--- config.mk ---
export PLATFORM = sky130hd
export DESIGN_NAME = cgra_mem_port_ctrl
export DESIGN_NICKNAME = d
export VERILOG_FILES = /design/src/rtl/cgra_mem_port_ctrl.sv
export SDC_FILE = /design/constraint.sdc
export NUM_CORES = 1
export LEC_CHECK = 0
export ABC_AREA = 0
export ABC_CLOCK_PERIOD_IN_PS = 2300
export CAP_MARGIN = 20
export CORE_ASPECT_RATIO = 0.6
export CORE_MARGIN = 2
export CORE_UTILIZATION = 25
export DETAILED_ROUTE_END_ITERATION = 6
export GPL_ROUTABILITY_DRIVEN = 1
export PLACE_DENSITY = 0.93
export SLEW_MARGIN = 10
export SYNTH_ARGS = -nofsm -noshare
export SYNTH_HDL_FRONTEND = slang
export SYNTH_SLANG_ARGS = --single-unit
--- constraint.sdc ---
create_clock -name clk_i -period 2.3 [get_ports clk_i]
set_clock_uncertainty 0.2 [all_clocks]
set_input_delay 0.46 -clock clk_i [delete_from_list [all_inputs] [get_ports clk_i]]
set_output_delay 0.46 -clock clk_i [all_outputs]
set_load 0.02 [all_outputs]
--- src/rtl/cgra_mem_port_ctrl.sv ---
// OBI-style front end for one CGRA SRAM bank, with an idle-driven retention sequencer.
// Optional access counters are enabled by defining CGRA_MEM_PORT_STATS_EN.
module cgra_mem_port_ctrl #(
  parameter int unsigned NUM_WORDS   = 1024,
  parameter int unsigned DATA_WIDTH  = 32,
  parameter int unsigned IDLE_CYCLES = 64,
  parameter int unsigned WAKE_CYCLES = 4,
  localparam int unsigned AddrWidth  = (NUM_WORDS > 1) ? $clog2(NUM_WORDS) : 1
) (
  input  logic                  clk_i,
  input  logic                  rst_ni,
  input  logic                  req_i,
  output logic                  gnt_o,
  input  logic                  we_i,
  input  logic [AddrWidth-1:0]  addr_i,
  input  logic [DATA_WIDTH-1:0] wdata_i,
  input  logic [3:0]            be_i,
  output logic                  rvalid_o,
  output logic [DATA_WIDTH-1:0] rdata_o,
  input  logic                  ret_en_i,
  output logic                  retentive_o,
`ifdef CGRA_MEM_PORT_STATS_EN
  input  logic                  stats_clr_i,
  output logic [31:0]           rd_cnt_o,
  output logic [31:0]           wr_cnt_o,
`endif
  output logic                  mem_req_o,
  output logic                  mem_we_o,
  output logic [AddrWidth-1:0]  mem_addr_o,
  output logic [DATA_WIDTH-1:0] mem_wdata_o,
  output logic [3:0]            mem_be_o,
  output logic                  mem_set_retentive_o,
  input  logic [DATA_WIDTH-1:0] mem_rdata_i
);

  localparam int unsigned IdleW = $clog2(IDLE_CYCLES);
  localparam int unsigned WakeW = (WAKE_CYCLES > 1) ? $clog2(WAKE_CYCLES) : 1;
  localparam logic [IdleW-1:0] IdleMax  = IdleW'(IDLE_CYCLES - 1);
  localparam logic [WakeW-1:0] WakeLoad = WakeW'(WAKE_CYCLES - 1);

  typedef enum logic [1:0] {
    ST_ACTIVE    = 2'd0,
    ST_RETENTIVE = 2'd1,
    ST_WAKE      = 2'd2
  } state_e;

  state_e            state_r;
  state_e            state_s;
  logic [IdleW-1:0]  idle_cnt_r;
  logic [IdleW-1:0]  idle_cnt_s;
  logic [WakeW-1:0]  wake_cnt_r;
  logic [WakeW-1:0]  wake_cnt_s;
  logic              gnt_s;
  logic              rvalid_r;
  logic              rsp_read_r;

  assign gnt_s               = req_i & (state_r == ST_ACTIVE);
  assign gnt_o               = gnt_s;
  assign mem_req_o           = gnt_s;
  assign mem_we_o            = we_i;
  assign mem_addr_o          = addr_i;
  assign mem_wdata_o         = wdata_i;
  assign mem_be_o            = be_i;
  assign rvalid_o            = rvalid_r;
  assign retentive_o         = (state_r == ST_RETENTIVE);
  assign mem_set_retentive_o = (state_r != ST_RETENTIVE);

  // Bank data only belongs on the bus for read responses; write responses return zero.
  always_comb begin
    rdata_o = {DATA_WIDTH{1'b0}};
    if (rvalid_r && rsp_read_r) begin
      rdata_o = mem_rdata_i;
    end else begin
      rdata_o = {DATA_WIDTH{1'b0}};
    end
  end

  // Retention sequencer next-state and counter logic.
  always_comb begin
    state_s    = state_r;
    idle_cnt_s = idle_cnt_r;
    wake_cnt_s = wake_cnt_r;
    case (state_r)
      ST_ACTIVE: begin
        wake_cnt_s = {WakeW{1'b0}};
        if (req_i || !ret_en_i) begin
          // A request landing on the threshold cycle also blocks entry here.
          idle_cnt_s = {IdleW{1'b0}};
        end else if (idle_cnt_r == IdleMax) begin
          state_s    = ST_RETENTIVE;
          idle_cnt_s = idle_cnt_r;
        end else begin
          idle_cnt_s = idle_cnt_r + {{(IdleW-1){1'b0}}, 1'b1};
        end
      end
      ST_RETENTIVE: begin
        idle_cnt_s = {IdleW{1'b0}};
        if (req_i || !ret_en_i) begin
          state_s    = ST_WAKE;
          wake_cnt_s = WakeLoad;
        end else begin
          wake_cnt_s = wake_cnt_r;
        end
      end
      ST_WAKE: begin
        // ret_en_i is ignored here so the bank always finishes its wake-up.
        idle_cnt_s = {IdleW{1'b0}};
        if (wake_cnt_r == {WakeW{1'b0}}) begin
          state_s = ST_ACTIVE;
        end else begin
          wake_cnt_s = wake_cnt_r - {{(WakeW-1){1'b0}}, 1'b1};
        end
      end
      default: begin
        state_s    = ST_ACTIVE;
        idle_cnt_s = {IdleW{1'b0}};
        wake_cnt_s = {WakeW{1'b0}};
      end
    endcase
  end

  // Sequencer state, counters and the one-cycle response pipeline.
  always_ff @(posedge clk_i) begin
    if (!rst_ni) begin
      state_r    <= ST_ACTIVE;
      idle_cnt_r <= {IdleW{1'b0}};
      wake_cnt_r <= {WakeW{1'b0}};
      rvalid_r   <= 1'b0;
      rsp_read_r <= 1'b0;
    end else begin
      state_r    <= state_s;
      idle_cnt_r <= idle_cnt_s;
      wake_cnt_r <= wake_cnt_s;
      rvalid_r   <= gnt_s;
      rsp_read_r <= gnt_s & ~we_i;
    end
  end

`ifdef CGRA_MEM_PORT_STATS_EN
  // Saturating granted-access counters; clear wins over increment.
  always_ff @(posedge clk_i) begin
    if (!rst_ni) begin
      rd_cnt_o <= 32'd0;
      wr_cnt_o <= 32'd0;
    end else if (stats_clr_i) begin
      rd_cnt_o <= 32'd0;
      wr_cnt_o <= 32'd0;
    end else begin
      if (gnt_s && !we_i && (rd_cnt_o != 32'hFFFF_FFFF)) begin
        rd_cnt_o <= rd_cnt_o + 32'd1;
      end else begin
        rd_cnt_o <= rd_cnt_o;
      end
      if (gnt_s && we_i && (wr_cnt_o != 32'hFFFF_FFFF)) begin
        wr_cnt_o <= wr_cnt_o + 32'd1;
      end else begin
        wr_cnt_o <= wr_cnt_o;
      end
    end
  end
`else
  // Counters are not built in this configuration.
`endif

endmodule
==> run_summary.xml <==
<?xml version="1.0" encoding="UTF-8"?>
<metrics>
  <group name="floorplan">
    <metric name="placeableCoreArea" unit="um^2">4610</metric>
    <metric name="initial_standard_cell_utilization_of_the_core" unit="%">26.3</metric>
    <metric name="floorplan.io_pins" unit="">167</metric>
    <metric name="std_cell_rows" unit="">19</metric>
    <metric name="die_area" unit="um^2">5450</metric>
    <metric name="die_width" unit="um">94.0</metric>
    <metric name="dieHeight" unit="um">58</metric>
  </group>
  <group name="drt">
    <metric name="via_count" unit="">1086</metric>
    <metric name="drt_iter0_markers" unit="">42</metric>
    <metric name="drt-wirelength-per-cell" unit="um">13.6</metric>
    <metric name="drt_pre_antenna_iters" unit="">6</metric>
    <metric name="finalWirelength" unit="mm">3.32</metric>
    <metric name="via_per_inst" unit="">4.45</metric>
    <metric name="postRouteAntennaNets" unit="">0</metric>
    <metric name="drt_drc_violations_left" unit="">0</metric>
  </group>
  <group name="finish">
    <metric name="diodes" unit="">0</metric>
    <metric name="final_cell_count_no_fill" unit="">244</metric>
    <metric name="post_route_cells_drive_above_1_share" unit="%">4.97</metric>
    <metric name="nets" unit="">272</metric>
    <metric name="synthToLayoutAreaGrowth" unit="%">39.1</metric>
  </group>
  <group name="synthesis">
    <metric name="gate_count_post_synth" unit="">155</metric>
    <metric name="synth-edff-count" unit="">0</metric>
    <metric name="synth_top_area_share" unit="%">29.7</metric>
    <metric name="synth_sequential_area_ratio" unit="%">19.8</metric>
    <metric name="synth.area.top_cells" unit="">buf_4 (30%), dfxtp_1 (20%), and3_1 (18%)</metric>
    <metric name="syn-cell-area" unit="um^2">1210</metric>
    <metric name="asyncSetResetFlopFracSynth" unit="%">0</metric>
    <metric name="netlist_top_cells_count" unit="">buf_4 (48), and3_1 (34), dfxtp_1 (12)</metric>
    <metric name="ys_types" unit="">27</metric>
    <metric name="syn-mean-instance-area" unit="um^2">7.84</metric>
    <metric name="synth_warnings" unit="">0</metric>
    <metric name="postSynth.topFlopCell" unit="">dfxtp_1</metric>
    <metric name="netlist.top_cell.by_area" unit="">buf_4</metric>
    <metric name="synth-seq-cells" unit="">12</metric>
    <metric name="syn_nets" unit="">244</metric>
    <metric name="synth_most_common_cell" unit="">buf_4</metric>
  </group>
  <group name="clocking">
    <metric name="clock_path_buffers" unit="">2</metric>
    <metric name="cts_tree" unit="">done</metric>
    <metric name="clkTransAtPathRegs" unit="ps">50</metric>
    <metric name="ctsHoldBuffers" unit="">0</metric>
    <metric name="total_clock_buffers_created_by_cts" unit="">3</metric>
    <metric name="clkLatencyLatePin" unit="ps">230</metric>
    <metric name="cts_sinks" unit="">12</metric>
    <metric name="clock_tree.htree_level_count" unit="">1</metric>
    <metric name="root_buffer_cell" unit="">clkbuf_8</metric>
  </group>
  <group name="power">
    <metric name="vdd_ir_drop_max" unit="uV">166</metric>
    <metric name="power_switching_share" unit="%">21.8</metric>
    <metric name="power_frac_clock" unit="%">35.7</metric>
    <metric name="power.leakage" unit="nW">0.902</metric>
    <metric name="power.net_switching" unit="W">0.000112</metric>
    <metric name="power.sequential.fraction" unit="%">41.4</metric>
    <metric name="combinationalPowerShare" unit="%">23.0</metric>
    <metric name="internal_power" unit="W">0.000402</metric>
    <metric name="p_per_area" unit="nW/um^2">304</metric>
  </group>
  <group name="critical_path">
    <metric name="slowest_stage_delay_on_critical_path" unit="ps">640</metric>
    <metric name="critical-path-slowest-cell" unit="">clkdlybuf4s50_1</metric>
    <metric name="critPathBufInv" unit="">2</metric>
    <metric name="timing.critical_path.arrival" unit="ps">1550</metric>
    <metric name="critical_path.startpoint_type" unit="">flip-flop</metric>
    <metric name="crit_path_cell_chain" unit="">inv_1, ha_1, clkdlybuf4s50_1</metric>
    <metric name="required" unit="ps">1640</metric>
    <metric name="critical_path_peak_fanout" unit="">6</metric>
    <metric name="cp_top_family" unit="">buffers and inverters</metric>
    <metric name="critPathKind" unit="">flip-flop to output port</metric>
    <metric name="endpoint_kind" unit="">output port</metric>
  </group>
  <group name="job">
    <metric name="maxCapViolations" unit="">0</metric>
  </group>
  <group name="timing">
    <metric name="final_max_slew_viol_count" unit="">0</metric>
    <metric name="finalSetupViolations" unit="">0</metric>
    <metric name="period_share" unit="%">96.2</metric>
    <metric name="finalHoldViolations" unit="">0</metric>
    <metric name="post-route-min-period" unit="ps">2210</metric>
    <metric name="slack_of_the_critical_path" unit="ps">87.2</metric>
    <metric name="unrepaired_setup_endpoints_after_global_routing" unit="">no</metric>
    <metric name="slew-limit-headroom" unit="%">80.6</metric>
    <metric name="fmax" unit="MHz">452</metric>
    <metric name="transition_time_at_the_pin_with_the_least_slew_margin" unit="ps">288</metric>
  </group>
  <group name="status">
    <metric name="run_status" unit="">complete, no violations</metric>
  </group>
  <group name="grt">
    <metric name="grt_pass1_vias" unit="">1070</metric>
    <metric name="grt_first_pass_wirelength" unit="mm">4.96</metric>
    <metric name="groute.usage.overall" unit="%">11.3</metric>
    <metric name="grt_max_degree" unit="">34</metric>
    <metric name="grt_antenna_before_repair" unit="">0</metric>
    <metric name="global_route.overflow_total" unit="">0</metric>
  </group>
  <group name="placement">
    <metric name="placed_cells_incl_taps" unit="">241</metric>
    <metric name="dp_hpwl" unit="mm">2.65</metric>
    <metric name="gpl.final_weighted_congestion" unit="">0.749</metric>
    <metric name="place.port_buffers" unit="">74</metric>
    <metric name="preCtsSetupSlack" unit="ps">-78.4</metric>
  </group>
  <group name="hold_path">
    <metric name="min_path_type" unit="">flip-flop to flip-flop</metric>
  </group>
</metrics>
[path summary, 6_finish.rpt]
kind | start | slack, ps | end | cells past startpoint
worst min-delay path | wake_cnt_r[0]$_SDFFE_PN0P_ | 260 | wake_cnt_r[0]$_SDFFE_PN0P_ | 2
worst max register to register | idle_cnt_r[0]$_SDFFE_PP0P_ | 500 | state_r[0]$_SDFFE_PN0P_ | 5
worst max-delay path | state_r[1]$_SDFFE_PN0P_ | 90 | retentive_o | 3
worst min register to register | wake_cnt_r[0]$_SDFFE_PN0P_ | 260 | wake_cnt_r[0]$_SDFFE_PN0P_ | 2
[kinds of logic after synthesis]
| family | count (synthesis) | share of synthesized area (%) |
|---|---|---|
| AOI/OAI and AO/OA | 8 | 5.46 |
| xor gates and xnor gates | 2 | 1.44 |
| adders and majority gates | 6 | 6.18 |
| buffers and inverters | 61 | 34.3 |
| DFF | 12 | 19.8 |
| muxes | 5 | 4.22 |
| and+or+nand+nor | 61 | 28.6 |
[registers in the layout, summed over array words and instances, names as in the netlist]
register    flops
idle_cnt_r      6
rsp_read_r      1
rvalid_o        1
state_r         2
wake_cnt_r      2
[per-stage QoR]
step	TNS (ps)	area, um^2	hold slack [ps]	power, W	utilization [%]
2_1_floorplan	0	1210	235	0.000368	-
3_3_place_gp	-841	1680	244	0.000339	36.5
3_5_place_dp	-862	1680	261	0.000339	36.5
4_1_cts	0	1690	268	0.000517	36.5
5_1_grt	0	1690	291	0.000540	36.7
6_report	0	1690	261	0.000514	36.7
[area by class of cell]
cell class / count / area [um^2]
Fill cell: 479 / 2920
Timing Repair Buffer: 78 / 747
Sequential cell: 12 / 240
Multi-Input combinational cell: 82 / 561
Tap cell: 63 / 78.8
Inverter: 6 / 22.5
Clock buffer: 3 / 41.3
[routing by layer]
layer | track usage (%) | vias up | wire [um]
li1 | - | 521 | -
met1 | 12.6 | 488 | 1340
met2 | 18.4 | 75 | 1490
met3 | 7.67 | 2 | 464
met4 | 1.86 | 0 | 19
met5 | 0 | - | 0
[worst min-delay path, cell delays in order (launching register included)]
cell and delay, ps:
dfxtp_1 300, nand2_1 50, a21boi_1 60
[power groups by stage]
stage	combinational (W)	clock (W)	sequential [W]
floorplan	0.000150	0	0.000218
global placement	0.000122	0	0.000217
detailed placement	0.000123	0	0.000217
CTS	0.000119	0.000186	0.000213
global route	0.000126	0.000201	0.000213
finish	0.000118	0.000183	0.000213
[layout by cell type, fill, tap and decap left out, types with 2 or more instances in the layout]
cell type / n
a21oi_1: 3
and2_1: 3
and3_1: 34
buf_4: 3
clkbuf_8: 3
clkdlybuf4s50_1: 39
dfxtp_1: 12
dlygate4sd2_1: 33
dlymetal6s2s_1: 2
ha_1: 5
inv_1: 6
mux2i_1: 4
nand2_1: 8
nand3_1: 2
nor2_1: 5
nor2b_1: 2
nor3_1: 3
[what timing repair did]
action | 4_1_cts | 5_1_grt
endpoints found under the setup margin | 33 | 2
gates resized for setup | 34 | 2
setup buffers | 0 | 0
Power figures use the tool's default switching activity.
